`src/rtl/imem_loader_pkg.sv`:
```
// Shared definitions for the instruction-memory boot loader.
//   state_t : loader FSM state encodings
//   LEN_W   : width of the word-count header that precedes the image
package imem_loader_pkg;

  localparam int LEN_W = 16;

  typedef enum logic [1:0] {
    ST_LEN_HI = 2'd0,
    ST_LEN_LO = 2'd1,
    ST_DATA   = 2'd2,
    ST_DONE   = 2'd3
  } state_t;

endpackage

```
`src/rtl/imem_loader_byte_packer.sv`:
```
// Packs a byte stream into big-endian 32-bit words.
//   clk, rst   : clock, synchronous active-high reset
//   clear      : synchronous restart, drops any partial word
//   byte_en    : byte_in is consumed this cycle
//   byte_in    : stream byte, the first byte of a word lands in word[31:24]
//   word_valid : combinational pulse, the 4th byte of a word is being consumed now
//   word       : completed word, valid while word_valid is high
module imem_loader_byte_packer (
  input  logic        clk,
  input  logic        rst,
  input  logic        clear,
  input  logic        byte_en,
  input  logic [7:0]  byte_in,
  output logic        word_valid,
  output logic [31:0] word
);

  logic [1:0]  cnt_r;
  logic [23:0] shift_r;

  // Byte counter and shift register; only the three oldest bytes need storing
  always_ff @(posedge clk) begin
    if (rst) begin
      cnt_r   <= 2'd0;
      shift_r <= 24'd0;
    end else if (clear) begin
      cnt_r   <= 2'd0;
      shift_r <= 24'd0;
    end else if (byte_en) begin
      cnt_r   <= cnt_r + 2'd1;
      shift_r <= {shift_r[15:0], byte_in};
    end else begin
      cnt_r   <= cnt_r;
      shift_r <= shift_r;
    end
  end

  assign word_valid = byte_en && (cnt_r == 2'd3);
  assign word       = {shift_r, byte_in};

endmodule

```
`src/rtl/imem_loader.sv`:
```
// Boot loader for the instruction memory. Takes a byte stream carrying a 16-bit
// word count N (high byte first) followed by N big-endian words, writes the words
// to consecutive im addresses from 0 and holds the CPU in reset until done.
//   clk, rst          : clock, synchronous active-high reset
//   in_data/in_valid  : stream byte and its valid
//   in_ready          : loader can accept a byte (low only once the image is in)
//   start             : reload pulse, honoured only after the image is loaded
//   im_we/addr/wdata  : registered im write port, one strobe per word
//   cpu_rst           : CPU reset, high while loading
//   done              : image loaded
//   err               : N exceeded the im depth (sticky until rst/start)
//   words_loaded      : number of words actually written to im
module imem_loader
  import imem_loader_pkg::*;
#(
  parameter int ADDR_W = 10
) (
  input  logic              clk,
  input  logic              rst,
  input  logic [7:0]        in_data,
  input  logic              in_valid,
  output logic              in_ready,
  input  logic              start,
  output logic              im_we,
  output logic [ADDR_W-1:0] im_addr,
  output logic [31:0]       im_wdata,
  output logic              cpu_rst,
  output logic              done,
  output logic              err,
  output logic [ADDR_W:0]   words_loaded
);

  // Depth expressed at index width and at length width (one extra bit for the compare)
  localparam logic [ADDR_W:0] DEPTH_IDX = {1'b1, {ADDR_W{1'b0}}};
  localparam logic [LEN_W:0]  DEPTH_LEN = (LEN_W + 1)'(DEPTH_IDX);

  state_t             state_r, state_next;
  logic [7:0]         len_hi_r, len_hi_next;
  logic [LEN_W-1:0]   rem_r, rem_next;
  logic [ADDR_W:0]    idx_r, idx_next;
  logic               last_r, last_next;
  logic               we_r, we_next;
  logic [ADDR_W-1:0]  addr_r, addr_next;
  logic [31:0]        wdata_r, wdata_next;
  logic               done_r, done_next;
  logic               err_r, err_next;
  logic               cpu_rst_r;

  logic               accept_s;
  logic [LEN_W-1:0]   len_s;
  logic               reload_s;
  logic               word_valid_s;
  logic [31:0]        word_s;

  assign in_ready = (state_r != ST_DONE);
  assign accept_s = in_valid && in_ready;
  assign len_s    = {len_hi_r, in_data};
  assign reload_s = (state_r == ST_DONE) && start;

  imem_loader_byte_packer u_packer (
    .clk        (clk),
    .rst        (rst),
    .clear      (reload_s),
    .byte_en    (accept_s && (state_r == ST_DATA)),
    .byte_in    (in_data),
    .word_valid (word_valid_s),
    .word       (word_s)
  );

  // Next-state and next-output logic for the loader FSM and its counters
  always_comb begin
    state_next  = state_r;
    len_hi_next = len_hi_r;
    rem_next    = rem_r;
    idx_next    = idx_r;
    last_next   = 1'b0;
    we_next     = 1'b0;
    addr_next   = addr_r;
    wdata_next  = wdata_r;
    done_next   = done_r;
    err_next    = err_r;
    case (state_r)
      ST_LEN_HI: begin
        if (accept_s) begin
          len_hi_next = in_data;
          state_next  = ST_LEN_LO;
        end else begin
          state_next  = ST_LEN_HI;
        end
      end
      ST_LEN_LO: begin
        if (accept_s) begin
          rem_next = len_s;
          if (len_s == {LEN_W{1'b0}}) begin
            state_next = ST_DONE;
            done_next  = 1'b1;
          end else begin
            state_next = ST_DATA;
          end
          if ({1'b0, len_s} > DEPTH_LEN) begin
            err_next = 1'b1;
          end else begin
            err_next = err_r;
          end
        end else begin
          state_next = ST_LEN_LO;
        end
      end
      ST_DATA: begin
        if (word_valid_s) begin
          rem_next = rem_r - {{(LEN_W-1){1'b0}}, 1'b1};
          // Words beyond the im depth are swallowed; the index saturates so it never wraps to 0
          if (idx_r < DEPTH_IDX) begin
            we_next    = 1'b1;
            addr_next  = idx_r[ADDR_W-1:0];
            wdata_next = word_s;
            idx_next   = idx_r + {{ADDR_W{1'b0}}, 1'b1};
          end else begin
            we_next    = 1'b0;
          end
          if (rem_r == {{(LEN_W-1){1'b0}}, 1'b1}) begin
            state_next = ST_DONE;
            last_next  = 1'b1;
          end else begin
            state_next = ST_DATA;
          end
        end else begin
          state_next = ST_DATA;
        end
      end
      ST_DONE: begin
        // done trails the final write strobe by one cycle
        if (last_r) begin
          done_next = 1'b1;
        end else begin
          done_next = done_r;
        end
        if (start) begin
          state_next = ST_LEN_HI;
          done_next  = 1'b0;
          err_next   = 1'b0;
          idx_next   = {(ADDR_W+1){1'b0}};
          rem_next   = {LEN_W{1'b0}};
          last_next  = 1'b0;
        end else begin
          state_next = ST_DONE;
        end
      end
      default: begin
        state_next = ST_LEN_HI;
      end
    endcase
  end

  // State and output registers; cpu_rst is computed from done_next so it falls with done
  always_ff @(posedge clk) begin
    if (rst) begin
      state_r   <= ST_LEN_HI;
      len_hi_r  <= 8'd0;
      rem_r     <= {LEN_W{1'b0}};
      idx_r     <= {(ADDR_W+1){1'b0}};
      last_r    <= 1'b0;
      we_r      <= 1'b0;
      addr_r    <= {ADDR_W{1'b0}};
      wdata_r   <= 32'd0;
      done_r    <= 1'b0;
      err_r     <= 1'b0;
      cpu_rst_r <= 1'b1;
    end else begin
      state_r   <= state_next;
      len_hi_r  <= len_hi_next;
      rem_r     <= rem_next;
      idx_r     <= idx_next;
      last_r    <= last_next;
      we_r      <= we_next;
      addr_r    <= addr_next;
      wdata_r   <= wdata_next;
      done_r    <= done_next;
      err_r     <= err_next;
      cpu_rst_r <= ~done_next;
    end
  end

  assign im_we        = we_r;
  assign im_addr      = addr_r;
  assign im_wdata     = wdata_r;
  assign done         = done_r;
  assign err          = err_r;
  assign cpu_rst      = cpu_rst_r;
  assign words_loaded = idx_r;

endmodule

```
`config.mk`:
```
export PLATFORM = sky130hd
export DESIGN_NAME = imem_loader
export DESIGN_NICKNAME = d
export VERILOG_FILES = /design/src/rtl/imem_loader_pkg.sv /design/src/rtl/imem_loader_byte_packer.sv /design/src/rtl/imem_loader.sv
export SDC_FILE = /design/constraint.sdc
export NUM_CORES = 1
export LEC_CHECK = 0
export BUFFER_PORTS_ARGS = -buffer_cell sky130_fd_sc_hd__buf_2
export CORE_UTILIZATION = 45
export DETAILED_ROUTE_END_ITERATION = 16
export PLACE_DENSITY = 0.78
export SYNTH_ARGS = -nofsm -noshare
export SYNTH_HDL_FRONTEND = slang
export SYNTH_SLANG_ARGS = --single-unit
export TNS_END_PERCENT = 20
```
`constraint.sdc`:
```
create_clock -name clk -period 3.7 [get_ports clk]
set_input_delay 0.555 -clock clk [delete_from_list [all_inputs] [get_ports clk]]
set_output_delay 0.555 -clock clk [all_outputs]
set_load 0.1 [all_outputs]
```
---- Yosys cells after proc, flatten, opt, wreduce, memory -nomap -nowiden ----
Cells that the tools add are included.
cells by class
  $add $sub $neg .......................... 3
  multiply operators ...................... 0
  divide/modulo/power cells ............... 0
  $lt $le $gt $ge ......................... 2
  eq/ne operators ......................... 11
  shifts and indexed selects .............. 0
  muxes and demuxes ....................... 26
  bitwise logic cells ..................... 3
  reduce and logical (&&, ||, !) cells .... 16
operators by type and width
  operator                                                          number
  two-way mux 16 bit                                                3
  case mux 16 bit (3 select lines)                                  1
  two-way mux 11 bit                                                3
  case mux 11 bit (2 select lines)                                  1
  == test 16 x 1 -> 1 bit (second input constant)                   1
  greater-than comparator 16 x 11 -> 1 bit (second input constant)  1
  logical NOT 16 bit                                                1
  subtractor 16 x 1 -> 16 bit (second input constant)               1
  two-way mux 1 bit                                                 12
  AND reduction 4 bit                                               3
  adder 11 x 1 -> 11 bit (second input constant)                    1
  less-than comparator 11 bit (second input constant)               1
  != test 2 bit (second input constant)                             4
  case mux 2 bit (4 select lines)                                   1
  == test 2 bit (second input constant)                             3
  two-way mux 2 bit                                                 3
  logical AND 1 bit                                                 4
  != test 2 x 1 -> 1 bit (second input constant)                    2
  case mux 1 bit (2 select lines)                                   2
  nonzero test 2 bit                                                2
  NOT 1 bit                                                         3
  AND reduction 3 bit                                               1
  nonzero test 3 bit                                                1
  OR reduction 3 bit                                                1
  5 further kinds                                                   5
storage, ports and cells
  flip-flop bits (word level) ............. 110
  latch bits .............................. 0
  memory bits (writable) .................. 0
  bits in read-only memories .............. 0
  input port bits ......................... 12
  output and inout bits ................... 58
  word-level logic and storage cells ...... 74
  memories ................................ 0

---- Longest topological paths before layout ----
Gate-level depths: netlist of the first run.
  word-level depth ........................ 6
  gate-level depth with buffers ........... 7
  depth with buffers taken out ............ 6

---- Hierarchy ----
Synthesis of the first run repeated with hierarchy kept, for this count alone.
unflattened totals
  cell total of the unflattened synthesis .. 547
  area total of the unflattened synthesis .. 4695.8 µm²
modules (own cells, without submodules)
  module                   instances  cells each  area each (µm²)  seq. area each (µm²)
  imem_loader              1          452         3656.0           1681.6
  imem_loader_byte_packer  1          95          1039.7           520.5

---- Worst setup path before layout of the first run ----
No wires, ideal clock.
  kind .................................... reg2reg
  start ................................... register idx_r[10], in the netlist words_loaded[10]
  end ..................................... register idx_r[9], in the netlist words_loaded[9]
  setup time .............................. 0.121 ns
  data arrival time ....................... 1.946 ns
  required time ........................... 3.579 ns
  path slack .............................. 1.634 ns
  stages on the path, launching flop included .. 6
  path buffers ............................ 1
  clock period less this slack ............ 2.066 ns
  path through ............................ dfxtp_1 -> nand4bb_1 -> clkbuf_1 -> a21oi_1 -> nand2_1 -> mux2_2
between the ends
  longest elaborated chain between the ends .. 3
RTL lines
  item                              RTL line            source
  start: declaration                imem_loader.sv:40   logic [ADDR_W:0] idx_r, idx_next;
  start signal: assignment          imem_loader.sv:161  idx_r <= {(ADDR_W+1){1'b0}};
  start signal: assignment          imem_loader.sv:173  idx_r <= idx_next;
  less-than comparator 11 bit       imem_loader.sv:113  if (idx_r < DEPTH_IDX) begin
  != test 2 x 1 -> 1 bit (no line)  --
  AND reduction 4 bit (no line)     --
Every way passes these cells.
A chain may end at the register's enable or synchronous reset.

---- Worst setup path in the final report of the first run ----
  start ................................... register state_r[1]
  end ..................................... register u_packer.cnt_r[0]
between the ends
  longest elaborated chain between the ends .. 3
  elaborated cells between the ends (all ways) .. 7
  classes of those cells .................. eq/ne (3); reduce/logical (4)
RTL lines
  item                                                                      RTL line                              source
  start: declaration                                                        imem_loader.sv:37                     state_t state_r, state_next;
  start signal: assignment                                                  imem_loader.sv:170                    state_r <= state_next;
  == test 2 bit / != test 2 bit (equally long branches)                     imem_loader.sv:58, imem_loader.sv:55
  logical AND 1 bit, on equally long branches                               imem_loader.sv:58, imem_loader.sv:56
  OR reduction 2 bit (no line) / logical AND 1 bit (equally long branches)  --
  end signal: assignment                                                    imem_loader_byte_packer.sv:30         cnt_r <= cnt_r + 2'd1;
  end signal: assignment                                                    imem_loader_byte_packer.sv:33         cnt_r <= cnt_r;
  end: declaration                                                          imem_loader_byte_packer.sv:18         logic [1:0] cnt_r;
Parallel ways exist; a longest one is shown, timed or not.

==> PnR_summary.wiki, run 1 <==
{| class="wikitable"
! Metric !! Value
|-
| Commonest non-fill, non-tap cell in the layout || sky130_fd_sc_hd__nand2_1
|-
| Most instantiated flip-flop cell in the synthesis netlist || sky130_fd_sc_hd__dfxtp_1
|-
| Number of instances in the synthesized netlist || 568
|-
| DR vias || 4154
|-
| Fraction of synthesis flops using an asynchronous set or reset pin || 0%
|-
| Total of max-cap violations || 0
|-
| Core ar. || 9820 µm²
|-
| Clock tree root buffer cell || sky130_fd_sc_hd__clkbuf_8
|-
| Ratio of routed vias to standard cells || 5.52
|-
| Post-synth EDFFs || 0
|-
| Half-perimeter wire length of the detailed placement result || 7500 µm
|-
| Yosys top cell by area || sky130_fd_sc_hd__dfxtp_1
|-
| Power density of the placed cells || 424 nW/µm²
|-
| Fill cell total of the finished layout || 962
|-
| RSZ-0062 raised after global routing || no
|-
| Setup_tns || 0 ps
|-
| Total Die Area || 10500 µm²
|-
| Routed length on met2 || 4900 µm
|-
| Period minus WS final || 2630 ps
|-
| Count of H-tree levels built during CTS || 3
|-
| Warnings, synthesis || 0
|-
| Register Area || 2200 µm²
|-
| Worst Max-Slew Pin Slew || 981 ps
|-
| PnR worst setup slack || 1070 ps
|-
| Worst hold slack across all endpoints || 455 ps
|-
| Number of rows in the core area || 36
|-
| Number of instances on the worst hold path || 2
|-
| Clk sinks || 110
|-
| Required time at the worst-slack endpoint || 3960 ps
|-
| Worst Setup EP || u_packer.cnt_r[0]$_SDFFE_PP0P_
|-
| Worst setup path class || reg -> reg
|-
| Mean instance size in the synthesized netlist || 8.03 µm²
|-
| Residual DRC || 0
|-
| Buffers added on ports || 69
|-
| Total congestion overflow || 0
|-
| Total length of routed met3 wires || 605 µm
|-
| Capturing element type of the critical path || flip-flop
|-
| Setup Slack @ Placement || 1130 ps
|-
| Die width || 103 µm
|-
| CTS clk-pin slew, worst paths || 100 ps
|-
| Biggest area contributors in the synthesized netlist || sky130_fd_sc_hd__dfxtp_1 (48%), sky130_fd_sc_hd__nand2_1 (12%), sky130_fd_sc_hd__a21oi_1 (9.4%)
|-
| R2r endpoint || u_packer.cnt_r[0]$_SDFFE_PP0P_
|-
| Remaining antenna violation count || 0
|-
| WL final || 10900 µm
|-
| Post-synthesis cell type count || 50
|-
| Syn Nets || 584
|-
| Sequential cell area fraction in the yosys report || 48.3%
|-
| Effective utilization at floorplan || 46.5%
|-
| Via count of the first global-routing pass || 3657
|-
| Number of primary I/O pins || 70
|-
| Number of instances resized during post-cts repair || 0
|-
| Final Hold Viols || 0
|-
| Most frequent cells in the layout || sky130_fd_sc_hd__nand2_1 (148), sky130_fd_sc_hd__dfxtp_1 (110), sky130_fd_sc_hd__a21oi_1 (86)
|-
| Worst R2R Start || state_r[1]$_SDFF_PP0_
|-
| Highest routed layer || met4
|-
| Final instance area || 5170 µm²
|-
| Die height || 103 µm
|-
| Fraction of synthesized cell area taken by the top area cell type || 48.3%
|-
| Gpl congestion || 0.885
|-
| Wire length of the first global-routing pass || 17800 µm
|-
| Number of synthesized register bits || 110
|-
| Number of buffers added for setup after CTS || 0
|-
| Data arrival time of the critical path || 2900 ps
|-
| Final Max Tran Viols || 0
|-
| Setup skew after layout || 8.73 ps
|-
| Multi-input gate area || 2160 µm²
|-
| Critical Path Start Type || flip-flop
|-
| Share of the clock period used by the worst path after layout || 71.2%
|-
| TritonRoute pass-1 iters || 5
|-
| Number of antenna violations at the first check in global routing || 0
|-
| Insertion delay to the later sink of the worst-skew pair || 370 ps
|-
| Total clock buffers created by CTS || 9
|-
| Metal1 wirelength || 5180 µm
|-
| Overall track demand over capacity in global routing || 21.6%
|-
| Maximum count of clock buffers along a single path || 2
|-
| Hold buffer count at cts || 0
|-
| Status || finished, final reports clean
|-
| Fmax || 380 MHz
|-
| FF-to-FF setup slack || 1070 ps
|-
| Layout overhead on the synthesized area || 13.3%
|-
| Lkg Pwr || 0.00188 µW
|-
| Nets || 631
|-
| Detailed Route Iter0 Violations || 260
|-
| Setup crit start || state_r[1]$_SDFF_PP0_
|-
| R2R cell count || 4
|-
| Worst slew margin || 34.1%
|-
| Average detailed-routed wire length per instance || 14.4 µm
|-
| Largest net degree at the start of global routing || 73
|-
| Worst min-delay path class || reg -> reg
|-
| Clock tree from TritonCTS || done
|-
| DP Area || 4970 µm²
|-
| Diodes inserted || 0
|-
| Layout cell share with drive strength beyond 1 || 16.0%
|-
| Setup violation total in the final timing report || 0
|-
| Crit Path Max Fanout || 26
|-
| Worst ir drop on vdd || 0.239 mV
|-
| Synth Cell Area || 4560 µm²
|}
## report_power, final
part | switching [µW] | internal, µW
logic | 150 | 77.9
clock network | 407 | 322
registers | 29.0 | 1200
total | 586 | 1600
## critical path, cell delays in order, from the launching register on
cell                      delay [ps]
sky130_fd_sc_hd__dfxtp_1         750
sky130_fd_sc_hd__nor2b_1         700
sky130_fd_sc_hd__and2_1          820
sky130_fd_sc_hd__xnor2_1         200
sky130_fd_sc_hd__nor2_1           60
## worst min path at each step
stage	start	to	slack [ps]
6_report	im_wdata[20]$_SDFFE_PP0P_	im_wdata[20]$_SDFFE_PP0P_	460
3_3_place_gp	im_addr[9]$_SDFFE_PP0P_	im_addr[9]$_SDFFE_PP0P_	440
3_5_place_dp	im_wdata[10]$_SDFFE_PP0P_	im_wdata[10]$_SDFFE_PP0P_	450
5_1_grt	in_data[5]	u_packer.shift_r[5]$_SDFFE_PP0P_	470
2_1_floorplan	u_packer.shift_r[23]$_SDFFE_PP0P_	im_wdata[31]$_SDFFE_PP0P_	430
4_1_cts	im_wdata[10]$_SDFFE_PP0P_	im_wdata[10]$_SDFFE_PP0P_	460
## cells in the mapped netlist (2+ instances only)
| cell type | number |
|---|---|
| sky130_fd_sc_hd__nor4_1 | 5 |
| sky130_fd_sc_hd__ha_1 | 4 |
| sky130_fd_sc_hd__nor3_1 | 9 |
| sky130_fd_sc_hd__clkbuf_1 | 28 |
| sky130_fd_sc_hd__xnor2_1 | 8 |
| sky130_fd_sc_hd__nor2_1 | 35 |
| sky130_fd_sc_hd__o32ai_1 | 3 |
| sky130_fd_sc_hd__o21ai_0 | 16 |
| sky130_fd_sc_hd__a41oi_1 | 2 |
| sky130_fd_sc_hd__a31oi_1 | 3 |
| sky130_fd_sc_hd__or3_1 | 2 |
| sky130_fd_sc_hd__mux2i_1 | 8 |
| sky130_fd_sc_hd__nor3b_1 | 3 |
| sky130_fd_sc_hd__a221oi_1 | 2 |
| sky130_fd_sc_hd__nand4_1 | 7 |
| sky130_fd_sc_hd__buf_1 | 2 |
| sky130_fd_sc_hd__buf_2 | 10 |
| sky130_fd_sc_hd__or4_1 | 4 |
| sky130_fd_sc_hd__nand3_1 | 7 |
| sky130_fd_sc_hd__a21oi_1 | 86 |
| sky130_fd_sc_hd__nand2b_1 | 5 |
| sky130_fd_sc_hd__mux2_2 | 2 |
| sky130_fd_sc_hd__nand2_1 | 148 |
| sky130_fd_sc_hd__dfxtp_1 | 110 |
| sky130_fd_sc_hd__a32oi_1 | 3 |
| sky130_fd_sc_hd__a22oi_1 | 2 |
| sky130_fd_sc_hd__a311oi_1 | 2 |
| sky130_fd_sc_hd__inv_1 | 10 |
| sky130_fd_sc_hd__a211oi_1 | 12 |
| sky130_fd_sc_hd__nor2b_1 | 10 |
## stage by stage
stage	std cells	utilization [%]	total power, µW
after floorplan	568	-	1420
after global placement	737	50.6	1480
after detailed placement	737	50.6	1480
after CTS	753	52.7	2200
after global routing	753	52.7	2290
final	753	52.7	2190
## logic make-up (layout without fill, tap and decap cells)
logic type | after synthesis | count (layout) | synth area share (%)
buffers and inverters | 51 | 103 | 4.50
and+or+nand+nor | 245 | 245 | 24.2
adders and majority gates | 4 | 4 | 1.10
xor gates and xnor gates | 8 | 8 | 1.54
muxes | 10 | 10 | 2.25
DFF | 110 | 110 | 48.3
AOI/OAI and AO/OA | 140 | 140 | 18.1
## sequential cells by signal (all words and copies together), names as in the netlist, named ones only
name and flops:
im_addr 10, u_packer.shift_r 24, state_r 2, words_loaded 11, rem_r 16, im_we 1, last_r 1, err 1
cpu_rst 1, len_hi_r 8, u_packer.cnt_r 2, im_wdata 32
## area by class of cell
cell class	count	area share (%)
clock buffers	11	2.54
clock inverters	5	1.28
inverters	10	0.726
multi-input cells	407	41.8
flip-flops and latches	110	42.6
well taps	133	3.22
repair buffers	77	7.84
## per-layer routing
layer / up-vias / track usage [%]
met4: 0 / 8.13
met3: 19 / 4.34
met5: - / 0
met1: 1933 / 29.7
met2: 143 / 33.4
li1: 2059 / -
Power figures use the tool's default switching activity.
==> run 2, diff against run 1 <==
- clock period: 3.7 -> 2.45 ns (I/O delays scaled with it)
==> run 2 against run 1 <==
  * Fmax increased by 24%
  * Sequential share of layout area about the same
  * Sequential power increased by 51%
  * Register-to-register slack got worse by 740 ps
  * Hold slack got worse by 170 ps
  * Core utilization about the same
  * Clock-buffer cell count decreased by 2
  * Worst setup slack got worse by 740 ps
  * Die area unchanged
  * Flip-flop and latch count unchanged
  * First-iteration DRC count increased by 13%
  * Critical path type unchanged
==> PnR_summary.wiki, run 2 (synthesis results as in run 1) <==
{| class="wikitable"
! Metric !! Value
|-
| Status || finished, final reports clean
|-
| Via count of the first global-routing pass || 3849 (+5.3%)
|-
| Effective utilization at floorplan || 46.5% (unchanged)
|-
| Gpl congestion || 0.925 (+4.6%)
|-
| Number of flip-flops in the largest register || 32 (unchanged)
|-
| Multi-input gate area || 2160 µm² (unchanged)
|-
| CP max-delay cell || sky130_fd_sc_hd__o2bb2ai_1
|-
| Maximum count of clock buffers along a single path || 2 (unchanged)
|-
| Required time at the worst-slack endpoint || 2740 ps (-1220 ps)
|-
| Setup skew after layout || 10.0 ps (+1.27 ps)
|-
| Share of the clock period used by the worst path after layout || 86.9% (+16 points)
|-
| Biggest cell delay along the critical path || 690 ps (-130 ps)
|-
| Worst min-delay path class || in -> reg
|-
| Capturing element type of the critical path || flip-flop
|-
| Average detailed-routed wire length per instance || 15.0 µm (+4.0%)
|-
| Detailed Route Iter0 Violations || 295 (+13%)
|-
| Count of H-tree levels built during CTS || 3 (unchanged)
|-
| Commonest non-fill, non-tap cell in the layout || sky130_fd_sc_hd__nand2_1
|-
| R2R cell count || 4 (unchanged)
|-
| Nets || 637 (+0.95%)
|-
| Die height || 103 µm (unchanged)
|-
| CP Buf/Inv Count || 0 (unchanged)
|-
| PnR worst setup slack || 321 ps (-745 ps)
|-
| Worst hold slack across all endpoints || 281 ps (-175 ps)
|-
| Source of the worst hold timing path || in_data[3]
|-
| Power density of the placed cells || 609 nW/µm² (+44%)
|-
| Worst setup path class || reg -> reg
|-
| Insertion delay to the later sink of the worst-skew pair || 370 ps (about the same)
|-
| Period minus WS final || 2130 ps (-505 ps)
|-
| Half-perimeter wire length of the detailed placement result || 7810 µm (+4.1%)
|-
| Overall track demand over capacity in global routing || 22.3% (+0.71 points)
|-
| WL final || 11300 µm (+4.4%)
|-
| Lkg Pwr || 0.00189 µW (+0.54%)
|-
| Clk sinks || 110 (unchanged)
|-
| Number of antenna violations at the first check in global routing || 0 (unchanged)
|-
| Ratio of routed vias to standard cells || 5.58 (+1.1%)
|-
| Number of rows in the core area || 36 (unchanged)
|-
| Worst R2R Start || state_r[0]$_SDFF_PP0_
|-
| Worst slew margin || 46.3% (+12 points)
|-
| Setup Slack @ Placement || 378 ps (-756 ps)
|-
| Data arrival time of the critical path || 2420 ps (-480 ps)
|-
| Residual DRC || 0 (unchanged)
|-
| Number of instances resized during post-cts repair || 0 (unchanged)
|-
| Fill cell total of the finished layout || 957 (-0.52%)
|-
| Final Max Tran Viols || 0 (unchanged)
|-
| Hold buffer count at cts || 0 (unchanged)
|-
| Diodes inserted || 0 (unchanged)
|-
| Number of buffers added for setup after CTS || 0 (unchanged)
|-
| Die width || 103 µm (unchanged)
|-
| Number of instances on the worst hold path || 3 (+1)
|-
| Most frequent cells in the layout || sky130_fd_sc_hd__nand2_1 (148), sky130_fd_sc_hd__dfxtp_1 (110), sky130_fd_sc_hd__a21oi_1 (86)
|-
| Wire length of the first global-routing pass || 18400 µm (+3.4%)
|-
| Final Hold Viols || 0 (unchanged)
|-
| Buffers added on ports || 69 (unchanged)
|-
| Crit Path Max Fanout || 14 (-46%)
|-
| Register Area || 2200 µm² (unchanged)
|-
| TritonRoute pass-1 iters || 8 (+3)
|-
| RSZ-0062 raised after global routing || no
|-
| DR vias || 4218 (+1.5%)
|-
| Clock tree from TritonCTS || done
|-
| R2r endpoint || rem_r[9]$_SDFFE_PP0P_
|-
| Layout cell share with drive strength beyond 1 || 16.7% (+0.73 points)
|-
| Critical Path Start Type || flip-flop
|-
| FF-to-FF setup slack || 320 ps (-740 ps)
|-
| Cell repeated most along the worst path || sky130_fd_sc_hd__nand2b_1
|-
| Total Die Area || 10500 µm² (unchanged)
|-
| Total congestion overflow || 0 (unchanged)
|-
| CTS clk-pin slew, worst paths || 100 ps (about the same)
|-
| Total clock buffers created by CTS || 9 (unchanged)
|-
| Remaining antenna violation count || 0 (unchanged)
|-
| Largest net degree at the start of global routing || 52 (-29%)
|-
| Clock tree root buffer cell || sky130_fd_sc_hd__clkbuf_8
|-
| Fmax || 470 MHz (+24%)
|-
| Sequence of cells on the critical path || nand2b_1 > o2bb2ai_1 > nand2b_1 > o21ai_0
|-
| Total of max-cap violations || 0 (unchanged)
|-
| Worst Max-Slew Pin Slew || 804 ps (-177 ps)
|-
| Worst ir drop on vdd || 0.362 mV (+52%)
|-
| Power, Total || 3150 µW (+44%)
|-
| Setup_tns || 0 ps (unchanged)
|-
| Number of primary I/O pins || 70 (unchanged)
|-
| Setup violation total in the final timing report || 0 (unchanged)
|-
| Core ar. || 9820 µm² (unchanged)
|-
| End point of the most critical hold path || im_wdata[3]$_SDFFE_PP0P_
|-
| Layout overhead on the synthesized area || 13.3% (about the same)
|-
| Cell type group with the largest total delay on the critical path || compound AO/OA/AOI/OAI gates
|}
[run 2: through the flow]
stage,std cells,utilization (%),instance area [µm²]
floorplan,568,-,4560
global placement,743,51.1,5020
detailed placement,743,51.1,5020
CTS,756,52.6,5170
global route,756,52.6,5170
finish,756,52.6,5170
[run 2: area by class of cell]
type | instances | area share [%]
sequential | 110 | 42.6
multi-input combinational | 407 | 41.8
timing repair buffer | 83 | 8.71
tap | 133 | 3.22
clock buffer | 9 | 2.40
inverter | 10 | 0.726
clock inverter | 4 | 0.508
[run 2: where the power goes]
group / internal, µW / switching, µW / leakage [µW] / total (µW)
combinational: 132 / 234 / 0.000928 / 367
clock: 353 / 568 / 0.0000772 / 921
sequential: 1820 / 43.6 / 0.000889 / 1860
total: 2300 / 846 / 0.00189 / 3150
[run 2: worst reg2reg max path, cell delays in order, from the launching register on]
cell                        delay, ps
sky130_fd_sc_hd__dfxtp_1          450
sky130_fd_sc_hd__nand2b_1         330
sky130_fd_sc_hd__o2bb2ai_1        690
sky130_fd_sc_hd__nand2b_1         340
sky130_fd_sc_hd__o21ai_0          250
[run 2: worst max path at each step]
stage	start	end	slack (ps)	cells after the start
2_1_floorplan	words_loaded[10]$_SDFFE_PP0P_	words_loaded[9]$_SDFFE_PP0P_	380	5
3_3_place_gp	state_r[0]$_SDFF_PP0_	rem_r[14]$_SDFFE_PP0P_	490	4
3_5_place_dp	state_r[0]$_SDFF_PP0_	rem_r[9]$_SDFFE_PP0P_	380	4
4_1_cts	state_r[0]$_SDFF_PP0_	rem_r[9]$_SDFFE_PP0P_	340	4
5_1_grt	state_r[0]$_SDFF_PP0_	rem_r[9]$_SDFFE_PP0P_	100	4
6_report	state_r[0]$_SDFF_PP0_	rem_r[9]$_SDFFE_PP0P_	320	4
[run 2: layer usage]
layer / track usage, % / share of wire [%] / vias to the layer above
li1: - / - / 2061
met1: 29.6 / 44 / 1971
met2: 35.7 / 47 / 162
met3: 5.29 / 6.8 / 24
met4: 7.58 / 1.9 / 0
met5: 0 / 0 / -
==> run 3, diff against run 2 <==
- PLACE_DENSITY: 0.78 -> 0.77
- SYNTH_HIERARCHICAL: default -> 1
==> run 3 against run 2 <==
  * Sequential share of layout area fell by 0.82 points
  * Area after synthesis is 2.9% higher
  * Flip-flop and latch count did not move
  * Fmax fell by 2.5%
  * Core utilization rose by 0.30 points
  * Critical path depth up 1
  * Critical endpoint is now rem_r[3]$_SDFFE_PP0P_
==> PnR_summary.wiki, run 3 <==
{| class="wikitable"
! Metric !! Value
|-
| Setup Slack @ Placement || 377 ps (-0.707 ps)
|-
| Final Hold Viols || 0 (unchanged)
|-
| Gpl congestion || 0.933 (+0.88%)
|-
| Diodes inserted || 0 (unchanged)
|-
| Layout overhead on the synthesized area || 12.2%
|-
| Final core utilization || 52.9% (+0.30 points)
|-
| Crit Path Max Fanout || 11 (-3)
|-
| Fill cell total of the finished layout || 941 (-1.7%)
|-
| Number of instances in the synthesized netlist || 547 (-3.7%)
|-
| Count of H-tree levels built during CTS || 3 (unchanged)
|-
| Data arrival time of the critical path || 2510 ps (+90 ps)
|-
| Worst slew margin || 17.5% (-29 points)
|-
| RSZ-0062 raised after global routing || no
|-
| Total congestion overflow || 0 (unchanged)
|-
| Detailed Route Iter0 Violations || 308 (+4.4%)
|-
| Number of synthesized register bits || 110 (unchanged)
|-
| Period minus WS final || 2180 ps (+55.6 ps)
|-
| Critical Path Start Type || flip-flop
|-
| Setup skew after layout || 15.0 ps (+5.00 ps)
|-
| Largest net degree at the start of global routing || 42 (-19%)
|-
| Setup violation total in the final timing report || 0 (unchanged)
|-
| Sequential cell area fraction in the yosys report || 46.9% (-1.4 points)
|-
| Power density of the placed cells || 621 nW/µm² (+1.8%)
|-
| Number of instances resized during post-cts repair || 0 (unchanged)
|-
| Die height || 104 µm (+1.4%)
|-
| Multi-input gate area || 2200 µm² (+1.7%)
|-
| Half-perimeter wire length of the detailed placement result || 7900 µm (+1.1%)
|-
| Total clock buffers created by CTS || 9 (unchanged)
|-
| Total of max-cap violations || 0 (unchanged)
|-
| Setup_tns || 0 ps (unchanged)
|-
| Nets || 615 (-3.5%)
|-
| Most frequent cells in the layout || sky130_fd_sc_hd__dfxtp_1 (110), sky130_fd_sc_hd__nand2_1 (91), sky130_fd_sc_hd__buf_2 (69)
|-
| Worst Max-Slew Pin Slew || 1230 ps (+421 ps)
|-
| Buffers added on ports || 69 (unchanged)
|-
| Number of antenna violations at the first check in global routing || 0 (unchanged)
|-
| Most used routing layer || met2
|-
| Remaining antenna violation count || 0 (unchanged)
|-
| Maximum count of clock buffers along a single path || 2 (unchanged)
|-
| Yosys top cell by area || sky130_fd_sc_hd__dfxtp_1
|-
| Register Area || 2200 µm² (unchanged)
|-
| Status || finished, final reports clean
|-
| Core ar. || 9950 µm² (+1.4%)
|-
| WL final || 11500 µm (+1.3%)
|-
| Wire length of the first global-routing pass || 19200 µm (+4.6%)
|-
| Number of rows in the core area || 36 (unchanged)
|-
| Fmax || 458 MHz (-2.5%)
|-
| Capturing element type of the critical path || flip-flop
|-
| Fraction of synthesized cell area taken by the top area cell type || 46.9% (-1.4 points)
|-
| Hold buffer count at cts || 0 (unchanged)
|-
| Warnings, synthesis || 6 (+6)
|-
| Clk sinks || 110 (unchanged)
|-
| Final instance area || 5270 µm² (+2.0%)
|-
| Overall track demand over capacity in global routing || 21.7% (-0.64 points)
|-
| Layout cell share with drive strength beyond 1 || 18.2% (+1.5 points)
|-
| Worst min-delay path class || in -> reg
|-
| Dominant cell by count in the synthesized netlist || sky130_fd_sc_hd__dfxtp_1
|-
| Met3 Use GR || 4.64% (-0.65 points)
|-
| DR vias || 4092 (-3.0%)
|-
| Syn Nets || 563 (-3.6%)
|-
| Post-synthesis cell type count || 57 (+14%)
|-
| Via count of the first global-routing pass || 4042 (+5.0%)
|-
| Insertion delay to the later sink of the worst-skew pair || 390 ps (+20 ps)
|-
| Ratio of routed vias to standard cells || 5.55 (-0.49%)
|-
| Share of the clock period used by the worst path after layout || 89.2% (+2.3 points)
|-
| TritonRoute pass-1 iters || 5 (-3)
|-
| Power, Total || 3270 µW (+3.8%)
|-
| Fraction of synthesis flops using an asynchronous set or reset pin || 0% (unchanged)
|-
| Die width || 104 µm (+1.4%)
|-
| Number of primary I/O pins || 70 (unchanged)
|-
| Number of buffers added for setup after CTS || 0 (unchanged)
|-
| Global-route met2 utilization || 36.8% (+1.1 points)
|-
| Final Max Tran Viols || 0 (unchanged)
|-
| Fraction of met1 tracks used by global routing || 26.8% (-2.8 points)
|-
| DP Area || 5070 µm² (+1.0%)
|-
| Lkg Pwr || 0.00200 µW (+5.7%)
|-
| Effective utilization at floorplan || 47.2% (+0.70 points)
|-
| Residual DRC || 0 (unchanged)
|-
| Biggest area contributors in the synthesized netlist || sky130_fd_sc_hd__dfxtp_1 (47%), sky130_fd_sc_hd__nand2_1 (7.3%), sky130_fd_sc_hd__mux2i_1 (7.0%)
|-
| Clock tree root buffer cell || sky130_fd_sc_hd__clkbuf_8
|-
| Number of flip-flops in the largest register || 32 (unchanged)
|-
| Average detailed-routed wire length per instance || 15.6 µm (+4.0%)
|-
| Required time at the worst-slack endpoint || 2770 ps (+30 ps)
|-
| PnR worst setup slack || 266 ps (-55.6 ps)
|-
| Mean instance size in the synthesized netlist || 8.58 µm² (+6.9%)
|-
| Commonest non-fill, non-tap cell in the layout || sky130_fd_sc_hd__dfxtp_1
|-
| Total Die Area || 10800 µm² (+2.8%)
|-
| Post-synth EDFFs || 0 (unchanged)
|-
| Synth Cell Area || 4700 µm² (+2.9%)
|-
| Worst setup path class || reg -> reg
|-
| Worst ir drop on vdd || 0.330 mV (-8.9%)
|-
| CTS clk-pin slew, worst paths || 110 ps (about the same)
|-
| List of most frequent post-synthesis cells || sky130_fd_sc_hd__dfxtp_1 (110), sky130_fd_sc_hd__nand2_1 (91), sky130_fd_sc_hd__a21oi_1 (65)
|-
| Most instantiated flip-flop cell in the synthesis netlist || sky130_fd_sc_hd__dfxtp_1
|-
| Clock tree from TritonCTS || done
|}
[run 3: cell types whose count changed after synthesis, sizes merged, moves of 4 or more]
| cell | change |
|---|---|
| a211oi | -8 |
| a21oi | -21 |
| and2 | +5 |
| buf | +11 |
| clkbuf | -9 |
| mux2i | +25 |
| nand2 | -57 |
| nor2 | +23 |
| nor3b | +4 |
| o21ai | +6 |
| or3 | +4 |
| xnor2 | -7 |
[run 3: worst paths after layout]
kind | slack [ps] | end | cells after the start | from
worst max-delay path | 270 | rem_r[3]$_SDFFE_PP0P_ | 5 | state_r[1]$_SDFF_PP0_
worst min-delay path | 280 | im_wdata[2]$_SDFFE_PP0P_ | 3 | in_data[2]
worst max register to register | 270 | rem_r[3]$_SDFFE_PP0P_ | 5 | state_r[1]$_SDFF_PP0_
worst min register to register | 460 | im_wdata[2]$_SDFFE_PP0P_ | 2 | im_wdata[2]$_SDFFE_PP0P_
[run 3: per-stage QoR]
stage	hold slack (ps)	cells
4_1_cts	275	737
2_1_floorplan	431	547
3_5_place_dp	444	721
6_report	278	737
3_3_place_gp	439	721
5_1_grt	290	737
[run 3: where the power goes]
group / internal [µW] / switching [µW] / total [µW]
registers: 1820 / 28.5 / 1840
clock network: 427 / 679 / 1110
logic: 112 / 209 / 321
total: 2350 / 917 / 3270
[run 3: routing by layer]
metal | wire length, µm | share of wire [%]
met1 | 5080 | 44
met2 | 5530 | 48
met3 | 671 | 5.8
met4 | 218 | 1.9
met5 | 0 | 0
[run 3: worst max-delay path: stages, from the launching register on]
cell                      delay (ps)
sky130_fd_sc_hd__dfxtp_1         370
sky130_fd_sc_hd__buf_4           190
sky130_fd_sc_hd__mux2i_1         140
sky130_fd_sc_hd__o21ai_0         970
sky130_fd_sc_hd__o21ai_0         270
sky130_fd_sc_hd__a21oi_1         190
[run 3: cell type report]
| cell class | instances | share of cell area [%] |
|---|---|---|
| Sequential cell | 110 | 41.8 |
| Multi-Input combinational cell | 382 | 41.7 |
| Timing Repair Buffer | 84 | 8.69 |
| Tap cell | 133 | 3.16 |
| Clock buffer | 10 | 2.61 |
| Clock inverter | 6 | 1.19 |
| Inverter | 12 | 0.855 |
[run 3: logic make-up (layout without fill, tap and decap cells)]
family          after synthesis  in the layout  share of synthesized area, %
compound gates              124            124                          15.6
simple gates                217            217                          22.2
xor+xnor                      4              4                         0.746
mux                          33             33                          7.03
flops                       110            110                          46.9
buf+inv                      55            112                          6.45
fa+ha+maj                     4              4                          1.07
